## config.mk

```make
export PLATFORM = sky130hd
export DESIGN_NAME = fust_issue_sched
export DESIGN_NICKNAME = d
export VERILOG_FILES = /design/src/rtl/fust_issue_sched_pkg.sv /design/src/rtl/fust_issue_sched_age.sv /design/src/rtl/fust_issue_sched.sv
export SDC_FILE = /design/constraint.sdc
export NUM_CORES = 1
export LEC_CHECK = 0
export ABC_AREA = 1
export CORE_UTILIZATION = 40
export DETAILED_ROUTE_END_ITERATION = 6
export PLACE_DENSITY = 0.71
export SYNTH_ARGS = -nofsm -noshare
export SYNTH_HDL_FRONTEND = slang
export SYNTH_SLANG_ARGS = --single-unit
```

## constraint.sdc

```tcl
create_clock -name CLK -period 2.2 [get_ports CLK]
set_input_delay 0.66 -clock CLK [delete_from_list [all_inputs] [get_ports CLK]]
set_output_delay 0.66 -clock CLK [all_outputs]
set_load 0.01 [all_outputs]
```

## src/rtl/fust_issue_sched_pkg.sv

```systemverilog
// Shared types for the FU status table issue scheduler.
package fust_issue_sched_pkg;

    localparam int unsigned NUM_FU_DEF  = 5;
    localparam int unsigned NUM_SRC_DEF = 3;
    localparam int unsigned TAG_W_DEF   = $clog2(NUM_FU_DEF);

    typedef enum logic [1:0] {
        FUST_EMPTY = 2'd0,
        FUST_WAIT  = 2'd1,
        FUST_RDY   = 2'd2,
        FUST_EX    = 2'd3
    } fust_state_e;

    typedef logic [TAG_W_DEF-1:0] fu_tag_t;

endpackage

```

## src/rtl/fust_issue_sched_age.sv

```systemverilog
// Age matrix: age_q[r][c] means slot r is older than slot c. Picks the oldest eligible slot.
module fust_issue_sched_age #(
    parameter int unsigned NUM_FU = 5
) (
    input  logic              CLK,
    input  logic              nRST,
    input  logic [NUM_FU-1:0] set,
    input  logic [NUM_FU-1:0] clr,
    input  logic [NUM_FU-1:0] busy,
    input  logic [NUM_FU-1:0] elig,
    output logic [NUM_FU-1:0] older_elig,
    output logic [NUM_FU-1:0] pick
);

    logic [NUM_FU-1:0] age_q [NUM_FU];
    logic [NUM_FU-1:0] age_d [NUM_FU];

    always_comb begin
        for (int r = 0; r < NUM_FU; r++) begin
            for (int c = 0; c < NUM_FU; c++) begin
                age_d[r][c] = age_q[r][c];
                if (r == c || clr[r] || clr[c] || set[r]) begin
                    age_d[r][c] = 1'b0;
                end else if (set[c]) begin
                    // Every slot already in flight is older than the new arrival.
                    age_d[r][c] = busy[r];
                end
            end
        end
    end

    always_comb begin
        older_elig = '0;
        for (int c = 0; c < NUM_FU; c++) begin
            for (int r = 0; r < NUM_FU; r++) begin
                older_elig[c] = older_elig[c] | (elig[r] & age_q[r][c]);
            end
        end
        pick = elig & ~older_elig;
    end

    always_ff @(posedge CLK or negedge nRST) begin
        if (!nRST) begin
            for (int r = 0; r < NUM_FU; r++) age_q[r] <= '0;
        end else begin
            for (int r = 0; r < NUM_FU; r++) age_q[r] <= age_d[r];
        end
    end

endmodule

```

## src/rtl/fust_issue_sched.sv

```systemverilog
// Oldest-ready-first issue scheduler over one single-entry slot per functional unit.
module fust_issue_sched
    import fust_issue_sched_pkg::*;
#(
    parameter int unsigned NUM_FU  = NUM_FU_DEF,
    parameter int unsigned NUM_SRC = NUM_SRC_DEF,
    parameter int unsigned TAG_W   = $clog2(NUM_FU)
) (
    input  logic                     CLK,
    input  logic                     nRST,
    input  logic                     alloc_valid,
    input  logic [TAG_W-1:0]         alloc_fu,
    input  logic                     alloc_spec,
    input  logic [NUM_SRC-1:0]       alloc_pend,
    input  logic [NUM_SRC*TAG_W-1:0] alloc_tag,
    input  logic                     wb_valid,
    input  logic [TAG_W-1:0]         wb_fu,
    input  logic [NUM_FU-1:0]        fu_done,
    input  logic                     branch_miss,
    input  logic                     branch_ok,
    input  logic                     issue_ready,
    output logic                     issue_valid,
    output logic [TAG_W-1:0]         issue_fu,
    output logic [NUM_FU*2-1:0]      slot_state,
    output logic [NUM_FU-1:0]        slot_busy,
    output logic                     alloc_err
);

    fust_state_e              state_q [NUM_FU];
    fust_state_e              state_d [NUM_FU];
    logic [NUM_SRC-1:0]       pend_q  [NUM_FU];
    logic [NUM_SRC-1:0]       pend_d  [NUM_FU];
    logic [NUM_SRC*TAG_W-1:0] tag_q   [NUM_FU];
    logic [NUM_SRC*TAG_W-1:0] tag_d   [NUM_FU];
    logic [NUM_SRC-1:0]       wake    [NUM_FU];
    logic [NUM_FU-1:0]        spec_q, spec_d;
    logic [NUM_FU-1:0]        elig, pick, older_elig, age_set, age_clr;
    logic [NUM_SRC-1:0]       alloc_pend_byp;
    logic                     err_d, err_q, drop_spec;

    assign drop_spec = branch_miss & alloc_spec;

    always_comb begin
        for (int k = 0; k < NUM_SRC; k++) begin
            alloc_pend_byp[k] = alloc_pend[k] &
                                !(wb_valid && alloc_tag[k*TAG_W +: TAG_W] == wb_fu);
        end
        for (int i = 0; i < NUM_FU; i++) begin
            for (int k = 0; k < NUM_SRC; k++) begin
                wake[i][k] = wb_valid && tag_q[i][k*TAG_W +: TAG_W] == wb_fu;
            end
            elig[i]      = (state_q[i] == FUST_RDY) && !(branch_miss && spec_q[i]);
            slot_busy[i] = (state_q[i] != FUST_EMPTY);
            slot_state[2*i +: 2] = state_q[i];
        end
    end

    always_comb begin
        issue_valid = |pick;
        issue_fu    = '0;
        for (int i = 0; i < NUM_FU; i++) begin
            if (pick[i]) issue_fu = TAG_W'(i);
        end
    end

    always_comb begin
        err_d = 1'b0;
        for (int i = 0; i < NUM_FU; i++) begin
            logic hit, done, squash, free;
            hit    = alloc_valid && (alloc_fu == TAG_W'(i));
            done   = (state_q[i] == FUST_EX) && fu_done[i];
            squash = branch_miss && spec_q[i];
            free   = (state_q[i] == FUST_EMPTY) || done;

            state_d[i] = state_q[i];
            pend_d[i]  = pend_q[i];
            tag_d[i]   = tag_q[i];
            spec_d[i]  = spec_q[i] & ~(branch_ok & ~branch_miss);

            unique case (state_q[i])
                FUST_WAIT: begin
                    if (squash) begin
                        state_d[i] = FUST_EMPTY;
                    end else begin
                        pend_d[i]  = pend_q[i] & ~wake[i];
                        state_d[i] = (pend_d[i] == '0) ? FUST_RDY : FUST_WAIT;
                    end
                end
                FUST_RDY: begin
                    if (squash) state_d[i] = FUST_EMPTY;
                    else if (pick[i] && issue_ready) state_d[i] = FUST_EX;
                end
                FUST_EX: begin
                    if (fu_done[i]) state_d[i] = FUST_EMPTY;
                end
                default: ;
            endcase

            if (state_d[i] == FUST_EMPTY) begin
                pend_d[i] = '0;
                tag_d[i]  = '0;
                spec_d[i] = 1'b0;
            end

            age_set[i] = hit && free && !drop_spec;
            if (age_set[i]) begin
                state_d[i] = (alloc_pend_byp == '0) ? FUST_RDY : FUST_WAIT;
                pend_d[i]  = alloc_pend_byp;
                tag_d[i]   = alloc_tag;
                spec_d[i]  = alloc_spec & ~branch_ok;
            end
            if (hit && !free && !drop_spec) err_d = 1'b1;

            age_clr[i] = (state_q[i] != FUST_EMPTY) && (state_d[i] == FUST_EMPTY);
        end
    end

    fust_issue_sched_age #(
        .NUM_FU (NUM_FU)
    ) u_age (
        .CLK        (CLK),
        .nRST       (nRST),
        .set        (age_set),
        .clr        (age_clr),
        .busy       (slot_busy),
        .elig       (elig),
        .older_elig (older_elig),
        .pick       (pick)
    );

    always_ff @(posedge CLK or negedge nRST) begin
        if (!nRST) begin
            for (int i = 0; i < NUM_FU; i++) begin
                state_q[i] <= FUST_EMPTY;
                pend_q[i]  <= '0;
                tag_q[i]   <= '0;
            end
            spec_q <= '0;
            err_q  <= 1'b0;
        end else begin
            for (int i = 0; i < NUM_FU; i++) begin
                state_q[i] <= state_d[i];
                pend_q[i]  <= pend_d[i];
                tag_q[i]   <= tag_d[i];
            end
            spec_q <= spec_d;
            err_q  <= err_d;
        end
    end

    assign alloc_err = err_q;

endmodule

```

* After elaboration in Yosys (flattened, before gate mapping) *
Cells that the tools add are included.

cells by class
  equality and inequality tests = 42
  muxes and demuxes = 125
  reductions and logical operators = 180
  bitwise logic cells = 61

operators by type and width
  cell                                                   count
  2-to-1 mux 9 bit                                       10
  2-to-1 mux 3 bit                                       23
  logical AND 1 bit                                      68
  2-to-1 mux 2 bit                                       31
  nonzero test 2 bit                                     30
  2-to-1 mux 1 bit                                       56
  equality test 3 bit                                    18
  logical OR 1 bit                                       35
  bitwise AND 1 bit                                      31
  logical NOT 2 bit                                      15
  one-hot mux 2 bit (3 select lines)                     5
  logical NOT 3 bit                                      7
  equality test 2 bit, second input constant             10
  bitwise AND 3 bit                                      5
  inequality test 3 x 1 -> 1 bit, second input constant  5
  inverter 3 bit                                         5
  bitwise OR 1 bit                                       15
  nonzero test 3 bit                                     5
  logical NOT 1 bit                                      14
  equality test 2 x 1 -> 1 bit, second input constant    5
  AND reduction 2 bit                                    5
  equality test 3 x 2 -> 1 bit, second input constant    2
  bitwise AND 5 bit                                      1
  inverter 5 bit                                         1
  4 further kinds                                        6

storage, ports and cells
  word-level logic and storage cells = 445
  bits of input ports = 31
  register bits = 96

* Depth between registers and ports, before layout *
Gate-level depths: netlist (run 1).

  word-level depth = 19
  mapped depth = 15
  depth with buffers taken out = 14

* By module *
Synthesis (run 1) repeated with hierarchy kept, for this count alone.

unflattened totals
  cells, all modules = 858
  area, all modules = 5761.8 µm²

by module, submodules not included
  module                area each (µm²)  seq. area each (µm²)  cells each  times used
  fust_issue_sched      4668.2           1901.8                705         1
  fust_issue_sched_age  1093.5           500.5                 153         1

* Least setup slack after synthesis (run 1) *
No wires, ideal clock.

  path kind = input port to output port
  start = in branch_miss
  end = out issue_fu[0]
  stages on the path = 9
  path buffers = 0
  data arrival time = 1.451 ns
  required time = 1.540 ns
  slack = 0.089 ns
  cells stage by stage = nand2_1 -> inv_1 -> nor2_1 -> nand2_1 -> nand2_1 -> inv_1 -> nand2_1 -> inv_1 -> nor2_1

between the ends
  longest elaborated chain between the ends = 13
  elaborated cells between the ends (all ways) = 49
  classes of those cells = mux: 4; bitwise: 30; reduce/logical: 15

RTL lines
  element                        line                        RTL
  start, declared                fust_issue_sched.sv:19      input logic branch_miss,
  logical AND 1 bit              fust_issue_sched.sv:52      elig[i] = (state_q[i] == FUST_RDY) && !(branch_miss && spec_q[i]);
  logical NOT 1 bit              fust_issue_sched.sv:52
  logical AND 1 bit              fust_issue_sched.sv:52
  bitwise AND 1 bit              fust_issue_sched_age.sv:36  older_elig[c] = older_elig[c] | (elig[r] & age_q[r][c]);
  bitwise OR 1 bit (3 in a row)  fust_issue_sched_age.sv:36
  inverter 5 bit                 fust_issue_sched_age.sv:39  pick = elig & ~older_elig;
  bitwise AND 5 bit (*)          fust_issue_sched_age.sv:39
  2-to-1 mux 1 bit               fust_issue_sched.sv:62      if (pick[i]) issue_fu = TAG_W'(i);
  2-to-1 mux 3 bit (2 in a row)  fust_issue_sched.sv:62
  2-to-1 mux 3 bit (*)           fust_issue_sched.sv:62
  end, declared                  fust_issue_sched.sv:23      output logic [TAG_W-1:0] issue_fu,

Every way passes the cells marked *; elsewhere a longest branch is shown, timed or not.

* Worst setup path in the final report (run 1) *
  start = reg state_q (netlist bit slot_state[0])
  end = out issue_fu[0]

between the ends
  longest elaborated chain between the ends = 12
  elaborated cells between the ends (all ways) = 24
  classes of those cells = eq/ne: 1; mux: 4; bitwise: 18; reduce/logical: 1

RTL lines
  element                          line                        RTL
  start, declared                  fust_issue_sched.sv:29      fust_state_e state_q [NUM_FU];
  start signal, assigned by index  fust_issue_sched.sv:142     state_q[i] <= state_d[i];
  equality test 2 bit (*)          fust_issue_sched.sv:52
  logical AND 1 bit (*)            fust_issue_sched.sv:52
  bitwise AND 1 bit                fust_issue_sched_age.sv:36
  bitwise OR 1 bit (3 in a row)    fust_issue_sched_age.sv:36
  inverter 5 bit (*)               fust_issue_sched_age.sv:39
  bitwise AND 5 bit (*)            fust_issue_sched_age.sv:39
  2-to-1 mux 1 bit                 fust_issue_sched.sv:62
  2-to-1 mux 3 bit (2 in a row)    fust_issue_sched.sv:62
  2-to-1 mux 3 bit (*)             fust_issue_sched.sv:62

Marked as above.

==> results of run 1 <==
-- through the flow --
stage | setup WS [ps] | area [µm²] | hold WS [ps] | utilization, % | std cells
floorplan | 89.30 | 5776 | 364.4 | - | 867
global placement | -1055 | 7335 | 467.2 | 52.43 | 1191
global route | -238.8 | 8190 | 318.7 | 58.55 | 1224
detailed placement | -1117 | 7335 | 473.9 | 52.43 | 1191
finish | -136.0 | 8190 | 279.1 | 58.55 | 1224
CTS | -169.0 | 7938 | 305.4 | 56.74 | 1216
-- sequential cells by signal (all words and copies together), names as in the netlist --
name         cells
slot_state      10
pend_q          15
tag_q           45
spec_q           5
u_age.age_q     20
alloc_err        1
-- kinds of logic (layout without fill, tap and decap cells) --
logic type	count (synthesis)	after routing	synth area share, %
xor gates and xnor gates	1	1	0.1517
buffers and inverters	138	311	10.36
DFF	96	96	41.59
and+or+nand+nor	535	539	38.67
AOI/OAI and AO/OA	97	97	9.229
-- layer usage --
metal | global-route usage (%) | wire length, µm | part of all wire (%) | up-vias
li1 | - | - | - | 3087
met2 | 43.01 | 8808 | 46 | 262
met3 | 5.431 | 1657 | 8.6 | 48
met5 | 0 | 0 | 0 | -
met1 | 36.54 | 8326 | 43 | 2996
met4 | 8.689 | 466 | 2.4 | 0
-- power breakdown --
part / internal [mW] / switching, mW / leakage (nW)
clock: 1.12 / 0.717 / 0.168
sequential: 2.11 / 0.200 / 1.30
combinational: 2.22 / 3.19 / 2.80
total: 5.44 / 4.10 / 4.27
-- final cells by class --
cell class | count | area [µm²] | area share [%]
Multi-Input combinational cell | 637 | 3141 | 38.34
Sequential cell | 96 | 2402 | 29.33
Timing Repair Buffer | 184 | 1653 | 20.18
Inverter | 112 | 429.2 | 5.240
Clock buffer | 9 | 225.2 | 2.750
Tap cell | 180 | 225.2 | 2.750
Clock inverter | 6 | 115.1 | 1.405
-- critical path: cells and delay by family, from the launching register on --
family,cells,cell delay (ps)
AND/OR/NAND/NOR,8,700
buffers and inverters,2,240
flip-flops,1,380
-- placed cells by master (no fill, tap or decap), types with 12 or more instances in the layout --
master / instances
nand2_1: 269
buf_4: 120
nor2_1: 113
dfrtp_1: 96
inv_1: 90
nand3_1: 37
nand2_2: 31
nand4_1: 29
o21ai_0: 27
clkdlybuf4s50_1: 27
o22ai_1: 25
a21oi_1: 18
o21ai_1: 18
inv_2: 17
nor2_2: 13
nor2_4: 13
nand2_4: 12
-- repair_timing --
| item | CTS | global route |
|---|---|---|
| pin swaps | 24 | 50 |
| endpoints found under the setup margin | 100 | 59 |
| gates resized for setup | 87 | 70 |
| buffers inserted | 7 | 6 |
| hold endpoints to repair | 0 | 0 |
| gates cloned | 3 | 2 |
-- path summary, 6_finish.rpt --
| path | cells past startpoint | to | from | slack [ps] |
|---|---|---|---|---|
| min in group CLK | 2 | tag_q[32] | tag_q[32] | 490 |
| max in group asynchronous | 2 | u_age.age_q[10] | nRST | 1250 |
| worst min register to register | 2 | tag_q[32] | tag_q[32] | 490 |
| worst max register to register | 15 | u_age.age_q[5] | slot_state[8] | 100 |
| worst max-delay path | 10 | issue_fu[0] | slot_state[0] | -140 |
| worst min-delay path | 1 | tag_q[16] | nRST | 280 |
==> out/results.ini, run 1 <==
[worst_setup_path]
critical-path-top-cell-by-count = nor2_1
critPathLaunchType = flip-flop
critical_path_class = flip-flop to primary output
cell_with_the_largest_stage_delay_on_the_worst_path = dfrtp_1
end_kind = primary output
cell_breakdown_of_the_critical_path = inv_1 -> nand2_4 -> nor2_4 -> nand2_1 -> nand2_2 -> nor2_2 -> nor3_1 -> nor2_1 -> nor2_1 -> buf_2
required_ps = 1540
timing.critical_path.fanout_max = 5
timing.critical_path.slowest_cell_delay_ps = 380
worstPathArrival_ps = 1680

[hold_path]
timing.hold.worst.class = primary input to asynchronous set/reset pin

[status]
status = finished, violations left
failing_checks = setup timing

[yosys]
post_synth_num_cell_types = 32
syn_nets = 898
synth_edf_count = 0
synth_async_sr_flop_share_pct = 100.0
synth-main-ff-cell = dfrtp_1
synthesized_instance_count = 867
yosysWarnings = 0
post_synth_main_area_contributors = dfrtp_1, nand2_1, nor2_1, inv_1, nand3_1
synth_seq_area_share_pct = 41.59
mappedNetlistArea_mm2 = 0.005776
synth.top_cell.area_share_pct = 41.59
synth_area_per_cell_um2 = 6.662
synth.largest_area_cell = dfrtp_1
synth_common_cells = nand2_1, nor2_1, inv_1, dfrtp_1, nand3_1
synth_most_common_cell = nand2_1
ys_seq_elements = 96

[pwr]
total_leakage_power_nw = 4.266
fin_total_pwr_mw = 9.544
worst_ir_drop_vdd_uv = 613.3
powerDensity_mw_per_mm2 = 1165

[floorplan]
core_outline_area_mm2 = 0.01399
floorplan.rows = 43
die-height_um = 122.2
pin_count = 51
initial_core_util_pct = 41.29
die_area_mm2 = 0.01492
floorplan.die.width_um = 122.2

[global_route]
antenna_found_initial = 0
maximum_number_of_pins_on_one_net_before_global_route_repair = 38
grt_pass1_vias = 6094
grt_use_total_pct = 26.94
global_route.overflow_total = 0
first_pass_grt_wire_length_mm = 30.57

[flow_run]
cap_violations = 0

[timing]
max_slew.worst_pin.slew_ps = 525.1
finalWorstPathRequiredPeriod_ps = 2336
max_slew_headroom_pct = 64.99
timing_hold_violations_final = 0
fin_worst_skew_ps = 7.135
fmax_mhz = 428.1
finalSetupTns_ps = -335.6
fin_ws_ps = -136.0
timing_max_transition_violations_final = 0
setup_viol = 4
fin_crit_sh_pct = 106.2
rsz0062_at_grt = true

[route]
initialDrtViolationCount = 595
wire_per_inst_um = 15.73
num_vias = 6393
number_of_vias_per_cell_after_detailed_routing = 5.223
drt.antenna.violating_nets = 0
drtPass1Iterations = 7
total_wirelength_of_the_detailed_routed_design_mm = 19.26
detail_route.drc_violations = 0

[clock_network]
clk_transition_reported_paths_ps = 70
cts.sink_count = 96
cts.htree.levels = 3
cts_hold_buffers = 0
cts-root-buf = clkbuf_16
worstSkewPairLatency_ps = 350
clock_tree_buf_depth = 2
cts_tree = yes
tritoncts.num_buffers = 9

[cells_and_area]
ratio_of_cells_with_drive_above_1_in_the_final_layout_pct = 25.57
fin_nets = 1071
fillCellCount = 1276
insertedDiodeCount = 0
layout-area-overhead-vs-synth_pct = 41.81

[place]
io_buffer_count = 50
dp_hpwl_mm = 13.84
finalWeightedCongestion = 0.9618

No activity file was read; power rests on OpenSTA's default activity.
==> run 2, diff against run 1 <==
--- a/config.mk
+++ b/config.mk
@@ -6,6 +6,7 @@
 export NUM_CORES = 1
 export LEC_CHECK = 0
 export ABC_AREA = 1
+export CORE_MARGIN = 2
 export CORE_UTILIZATION = 40
 export DETAILED_ROUTE_END_ITERATION = 6
 export PLACE_DENSITY = 0.71
==> run 2 against run 1 <==
The run still ends with setup timing left. Die area increased by 3.3%. First-iteration DRC count decreased by 6.1%. Worst hold slack worse by 46 ps. Count of clock-buffer cells in the layout rose by 2. Sequential power about the same. Sequential cell count stayed put. Power shrank 3.2%. Wire length decreased by 2.6%. Non-clock buffer count decreased by 2. Combinational power decreased by 2%.
==> out/results.ini, run 2 (synthesized netlist as in run 1, its figures left out) <==
[cells_and_area]
final_common_cell = nand2_1
fillCellCount = 1299  ; +1.8%
biggestRegsByFlops = tag_q (45), u_age.age_q (20), pend_q (15)
layout.cells.most_common_list = nand2_1, buf_4, nor2_1
fin_nets = 1068  ; -0.28%
layout.core_utilization_pct = 57.92  ; -0.64 points
ratio_of_cells_with_drive_above_1_in_the_final_layout_pct = 26.01  ; +0.43 points
max_flop_register = tag_q
design_area_mm2 = 0.008102  ; -1.1%
layout-area-overhead-vs-synth_pct = 40.27
largest_register_ffs = 45  ; unchanged
insertedDiodeCount = 0  ; unchanged

[global_route]
maximum_number_of_pins_on_one_net_before_global_route_repair = 37  ; -2.6%
antenna_found_initial = 0  ; unchanged
first_pass_grt_wire_length_mm = 29.44  ; -3.7%
grt_use_total_pct = 25.15  ; -1.8 points
global_route.overflow_total = 0  ; unchanged
grt_pass1_vias = 5866  ; -3.7%

[worst_setup_path]
critPathLaunchType = flip-flop
timing.critical_path.fanout_max = 6  ; +1
critical_path_class = flip-flop to primary output
worstPathArrival_ps = 1680  ; about the same
required_ps = 1540  ; about the same
crit_family = simple AND/OR/NAND/NOR gates
cell_breakdown_of_the_critical_path = inv_2 -> nand2_4 -> nor2_4 -> buf_4 -> nand2_2 -> nor2_4 -> nand2_2 -> inv_2 -> nor2_1 -> buf_2
ff2ff_setup_slack_ps = 100  ; about the same
cell_with_the_largest_stage_delay_on_the_worst_path = dfrtp_1
critical_path.n_buffers_inverters = 4  ; +2
end_kind = primary output
timing.critical_path.slowest_cell_delay_ps = 390  ; about the same

[place]
dp_hpwl_mm = 13.58  ; -1.9%
io_buffer_count = 50  ; unchanged
place_area_mm2 = 0.007239  ; -1.3%
finalWeightedCongestion = 0.9258  ; -3.7%

[status]
status = finished, violations left
failing_checks = setup timing

[route]
routed-wl-met2_mm = 8.597  ; -2.4%
number_of_vias_per_cell_after_detailed_routing = 5.144  ; -1.5%
drt.antenna.violating_nets = 0  ; unchanged
initialDrtViolationCount = 559  ; -6.1%
drtPass1Iterations = 7  ; unchanged
detail_route.drc_violations = 0  ; unchanged
routed_wl_met3_mm = 1.364  ; -18%
wire_per_inst_um = 15.35  ; -2.5%
num_vias = 6286  ; -1.7%
total_wirelength_of_the_detailed_routed_design_mm = 18.75  ; -2.6%
highest_layer = met4
wl_met1_mm = 8.375  ; +0.59%

[flow_run]
cap_violations = 0  ; unchanged

[floorplan]
die-height_um = 124.2  ; +1.6%
floorplan.rows = 43  ; unchanged
pin_count = 51  ; unchanged
initial_core_util_pct = 41.29  ; unchanged
floorplan.die.width_um = 124.2  ; +1.6%
die_area_mm2 = 0.01542  ; +3.3%
core_outline_area_mm2 = 0.01399  ; unchanged

[timing]
max_slew_headroom_pct = 71.33  ; +6.3 points
fmax_mhz = 427.8  ; about the same
fin_worst_skew_ps = 8.327  ; +1.192 ps
rsz0062_at_grt = true
setup_viol = 4  ; unchanged
max_slew.worst_pin.slew_ps = 430.1  ; -95.05 ps
fin_crit_sh_pct = 106.3  ; about the same
timing_max_transition_violations_final = 0  ; unchanged
fin_ws_ps = -137.7  ; -1.650 ps
finalWorstPathRequiredPeriod_ps = 2338  ; +1.650 ps
timing_hold_violations_final = 0  ; unchanged

[pwr]
switching_power_mw = 4.022  ; -1.9%
power_report.internal_total_mw = 5.217  ; -4.1%
total_leakage_power_nw = 4.236  ; -0.70%
power.sequential.fraction_pct = 25.1  ; +0.9 points
p_clk_share_pct = 17.8  ; -1.4 points
powerDensity_mw_per_mm2 = 1141  ; -2.1%
worst_ir_drop_vdd_uv = 648.1  ; +5.7%
power.share.switching_pct = 43.53  ; +0.55 points
share_comb_of_total_power_pct = 57.2  ; +0.6 points

[clock_network]
cts-root-buf = clkbuf_16
worstSkewPairLatency_ps = 360  ; about the same
cts.sink_count = 96  ; unchanged
clk_transition_reported_paths_ps = 70  ; about the same
tritoncts.num_buffers = 9  ; unchanged
cts.htree.levels = 3  ; unchanged
cts_tree = yes
clock_tree_buf_depth = 2  ; unchanged
cts_hold_buffers = 0  ; unchanged

[hold_path]
timing.hold.worst.class = primary input to asynchronous set/reset pin

run 2: cell types whose count changed in the layout (fill, tap and decap cells not counted), moves of 3 or more:
| cell | previous run | this run |
|---|---|---|
| inv_2 | 17 | 22 |
| nor2_2 | 13 | 7 |
| buf_6 | 6 | 9 |
| clkbuf_2 | 2 | 5 |
| inv_1 | 90 | 84 |
| dlygate4sd2_1 | 5 | 2 |
| buf_12 | 9 | 6 |
| nor2_4 | 13 | 19 |
| nand3_1 | 37 | 34 |
| nand2_1 | 269 | 272 |
run 2: final cells by class:
class                   instances  area [µm²]  share of cell area [%]
multi-input cells             636        3159                   39.00
flip-flops and latches         96        2402                   29.65
repair buffers                182        1578                   19.47
inverters                     112       432.9                   5.344
clock buffers                  11       242.7                   2.996
well taps                     180       225.2                   2.780
clock inverters                 5       61.31                  0.7568
run 2: stage by stage:
stage	hold WS [ps]	cells	setup slack, ps	TNS [ps]	power (mW)
finish	233.0	1222	-137.7	-433.6	9.240
global route	262.3	1222	-218.2	-694.4	9.830
detailed placement	480.0	1185	-1174	-59430	6.805
floorplan	364.4	867	89.30	0	4.852
CTS	250.0	1210	-114.6	-236.9	8.849
global placement	472.2	1185	-1115	-57310	6.755
run 2: path summary, 6_finish.rpt:
check                         startpoint              end  depth (start not counted)
setup / recovery           slot_state[8]      issue_fu[0]                         10
hold / removal                      nRST         tag_q[2]                          1
setup reg to reg           slot_state[7]  u_age.age_q[23]                         10
hold reg to reg                tag_q[33]        tag_q[33]                          2
max in group asynchronous           nRST  u_age.age_q[24]                          2
min in group CLK               tag_q[33]        tag_q[33]                          2
run 2: power groups by stage:
stage               Sequential [mW]  Clock, mW  Combinational, mW
floorplan                      2.36          0               2.50
global placement               2.31          0               4.44
detailed placement             2.32          0               4.49
CTS                            2.29       1.65               4.90
finish                         2.32       1.64               5.28
global route                   2.35       1.73               5.75
run 2: metal layers:
layer,GRT usage [%],vias to the layer above
li1,-,3080
met1,34.97,2964
met2,39.62,207
met3,4.899,35
met4,7.935,0
met5,0,-
run 2: what timing repair did:
action | in CTS | in global routing
cloned | 2 | 1
endpoints found under the setup margin | 98 | 77
pin swaps | 35 | 46
resized for setup | 99 | 78
buffers inserted | 7 | 11
==> run 3, diff against run 2 <==
--- a/config.mk
+++ b/config.mk
@@ -9,7 +9,7 @@
 export CORE_MARGIN = 2
 export CORE_UTILIZATION = 40
 export DETAILED_ROUTE_END_ITERATION = 6
-export PLACE_DENSITY = 0.71
+export PLACE_DENSITY = 0.73
 export SYNTH_ARGS = -nofsm -noshare
 export SYNTH_HDL_FRONTEND = slang
 export SYNTH_SLANG_ARGS = --single-unit
==> constraint.sdc (replaced) <==
create_clock -name CLK -period 1.9 [get_ports CLK]
set_input_delay 0.57 -clock CLK [delete_from_list [all_inputs] [get_ports CLK]]
set_output_delay 0.57 -clock CLK [all_outputs]
set_load 0.01 [all_outputs]
==> run 3 against run 2 <==
Non-clock buffer count grew 40. Critical endpoint unchanged. Global-route usage grew 2.0 points. Via count is 5.2% higher. Cell area up 9.0%. The run still ends with setup timing left. Critical path depth unchanged. Power up 27%. Clock skew rose by 2.2 ps. Clock power grew 17%. Worst hold slack worse by 82 ps. Highest routed layer unchanged. Wire length grew 11%. Sequential share of layout area down 2.4 points. Largest cell class unchanged.
==> out/results.ini, run 3 (synthesized netlist as in run 1, its figures left out) <==
[route]
wire_per_inst_um = 16.41  ; +6.9%
detail_route.drc_violations = 0  ; unchanged
number_of_vias_per_cell_after_detailed_routing = 5.230  ; +1.7%
initialDrtViolationCount = 533  ; -4.7%
num_vias = 6616  ; +5.2%
drt.antenna.violating_nets = 0  ; unchanged
drtPass1Iterations = 5  ; -2
total_wirelength_of_the_detailed_routed_design_mm = 20.76  ; +11%

[place]
post-place-ws_ps = -1305  ; -130.7 ps
place_area_mm2 = 0.007537  ; +4.1%
io_buffer_count = 50  ; unchanged
dp_hpwl_mm = 13.86  ; +2.1%
finalWeightedCongestion = 0.9332  ; +0.80%

[cells_and_area]
largest_register_ffs = 45  ; unchanged
ratio_of_cells_with_drive_above_1_in_the_final_layout_pct = 33.73  ; +7.7 points
insertedDiodeCount = 0  ; unchanged
layout.cells.most_common_list = nand2_1, buf_4, nor2_1
fin_nets = 1111  ; +4.0%
max_flop_register = tag_q
design_area_mm2 = 0.008827  ; +9.0%
layout-area-overhead-vs-synth_pct = 52.84
final_common_cell = nand2_1
layout.core_utilization_pct = 63.10  ; +5.2 points
biggestRegsByFlops = tag_q (45), u_age.age_q (20), pend_q (15)

[timing]
max_slew_headroom_pct = 70.45  ; -0.88 points
min_hold_slack_ps = 150.8  ; -82.13 ps
fin_crit_sh_pct = 118.8
finalWorstPathRequiredPeriod_ps = 2257
fin_worst_skew_ps = 10.57  ; +2.247 ps
max_slew.worst_pin.slew_ps = 443.3  ; +13.17 ps
setup_viol = 21  ; +17
rsz0062_at_grt = true
fmax_mhz = 443.0
timing_max_transition_violations_final = 0  ; unchanged
timing_hold_violations_final = 0  ; unchanged
fin_ws_ps = -357.2  ; -219.6 ps

[worst_setup_path]
end_kind = primary output
worstPathArrival_ps = 1690  ; about the same
critical_path_class = flip-flop to primary output
worst_reg2reg_path_depth = 13  ; +3
required_ps = 1330  ; -210 ps
cell_with_the_largest_stage_delay_on_the_worst_path = dfrtp_1
cell_breakdown_of_the_critical_path = inv_2 -> nand2_4 -> nor2_4 -> nand2_2 -> nand2_2 -> nor2_4 -> nor3_2 -> nor2_1 -> nor2_2 -> buf_2
r2r_start = slot_state[0]
critPathLaunchType = flip-flop
worst_r2r_endpoint = u_age.age_q[7]
ff2ff_setup_slack_ps = -90  ; -190 ps
timing.critical_path.slowest_cell_delay_ps = 400  ; about the same
timing.critical_path.fanout_max = 5  ; -1

[clock_network]
cts_tree = yes
cts.htree.levels = 3  ; unchanged
worstSkewPairLatency_ps = 360  ; about the same
cts-root-buf = clkbuf_16
clock_tree_buf_depth = 2  ; unchanged
cts_hold_buffers = 0  ; unchanged
clk_transition_reported_paths_ps = 80  ; about the same
cts.sink_count = 96  ; unchanged
tritoncts.num_buffers = 9  ; unchanged

[floorplan]
pin_count = 51  ; unchanged
floorplan.die.width_um = 124.2  ; unchanged
die_area_mm2 = 0.01542  ; unchanged
floorplan.rows = 43  ; unchanged
die-height_um = 124.2  ; unchanged
initial_core_util_pct = 41.29  ; unchanged
core_outline_area_mm2 = 0.01399  ; unchanged

[global_route]
global_route.overflow_total = 0  ; unchanged
antenna_found_initial = 0  ; unchanged
maximum_number_of_pins_on_one_net_before_global_route_repair = 38  ; +2.7%
first_pass_grt_wire_length_mm = 31.60  ; +7.4%
grt_pass1_vias = 6157  ; +5.0%
grt_use_total_pct = 27.11  ; +2.0 points

[flow_run]
cap_violations = 0  ; unchanged

[pwr]
share_comb_of_total_power_pct = 60.6  ; +3.4 points
powerDensity_mw_per_mm2 = 1335  ; +17%
p_clk_share_pct = 16.3  ; -1.5 points
power.sequential.fraction_pct = 23.0  ; -2.1 points
total_leakage_power_nw = 4.536  ; +7.1%
worst_ir_drop_vdd_uv = 799.0  ; +23%
power.share.switching_pct = 44.92  ; +1.4 points
switching_power_mw = 5.292  ; +32%
power_report.internal_total_mw = 6.489  ; +24%

[status]
failing_checks = setup timing
status = finished, violations left

[hold_path]
timing.hold.worst.class = primary input to asynchronous set/reset pin

run 3: cell count changes in the layout (fill, tap and decap cells not counted), sizes merged:
cell           previous run  this run
clkinv                    4         5
bufbuf                    0         1
nand3                    49        51
nand2                   311       312
buf                     138       181
clkinvlp                  2         1
dlymetal6s2s             11         4
clkdlybuf4s50            26        12
dlygate4sd2               2        19
run 3: worst max path at each step:
stage,startpoint,end,slack (ps)
floorplan,branch_miss,issue_fu[0],7
global placement,branch_miss,issue_fu[0],-1220
detailed placement,branch_miss,issue_valid,-1300
CTS,slot_state[0],issue_fu[0],-350
global route,slot_state[0],issue_valid,-440
finish,slot_state[0],issue_fu[0],-360
run 3: power groups by stage:
stage                     Clock (mW)  Sequential [mW]  Combinational (mW)
final                           1.92             2.71                7.14
after global routing            2.01             2.75                7.70
after CTS                       1.93             2.68                5.96
after detailed placement           0             2.70                5.41
after global placement             0             2.69                5.37
after floorplan                    0             2.73                2.92
run 3: layout make-up:
class	count	area, µm²
clock buffers	11	242.7
inverters	112	442.9
repair buffers	222	1999
flip-flops and latches	96	2402
fillers	1169	5161
clock inverters	5	65.06
well taps	180	225.2
multi-input cells	639	3450
run 3: metrics by stage:
stage	std cells	power [mW]	setup TNS (ps)
after floorplan	867	5.642	0
after global placement	1215	8.051	-79390
final	1265	11.78	-1925
after detailed placement	1215	8.111	-84230
after global routing	1265	12.46	-5804
after CTS	1248	10.56	-1387
run 3: metal layers:
| layer | share of wire, % | global-route usage (%) |
|---|---|---|
| met1 | 42 | 37.48 |
| met2 | 47 | 42.28 |
| met3 | 9.0 | 5.678 |
| met4 | 2.3 | 9.270 |
| met5 | 0 | 0 |
run 3: what timing repair did:
item                                    CTS  global route
pin swaps                                53            62
gates resized for setup                 153           140
endpoints found under the setup margin  114            97
cloned                                    4             5
buffers inserted                         17            15
run 3: critical path, delay by kind of cell (launching register included):
family        cells  cell delay (ps)
simple gates      8              720
flops             1              400
buf+inv           2              210
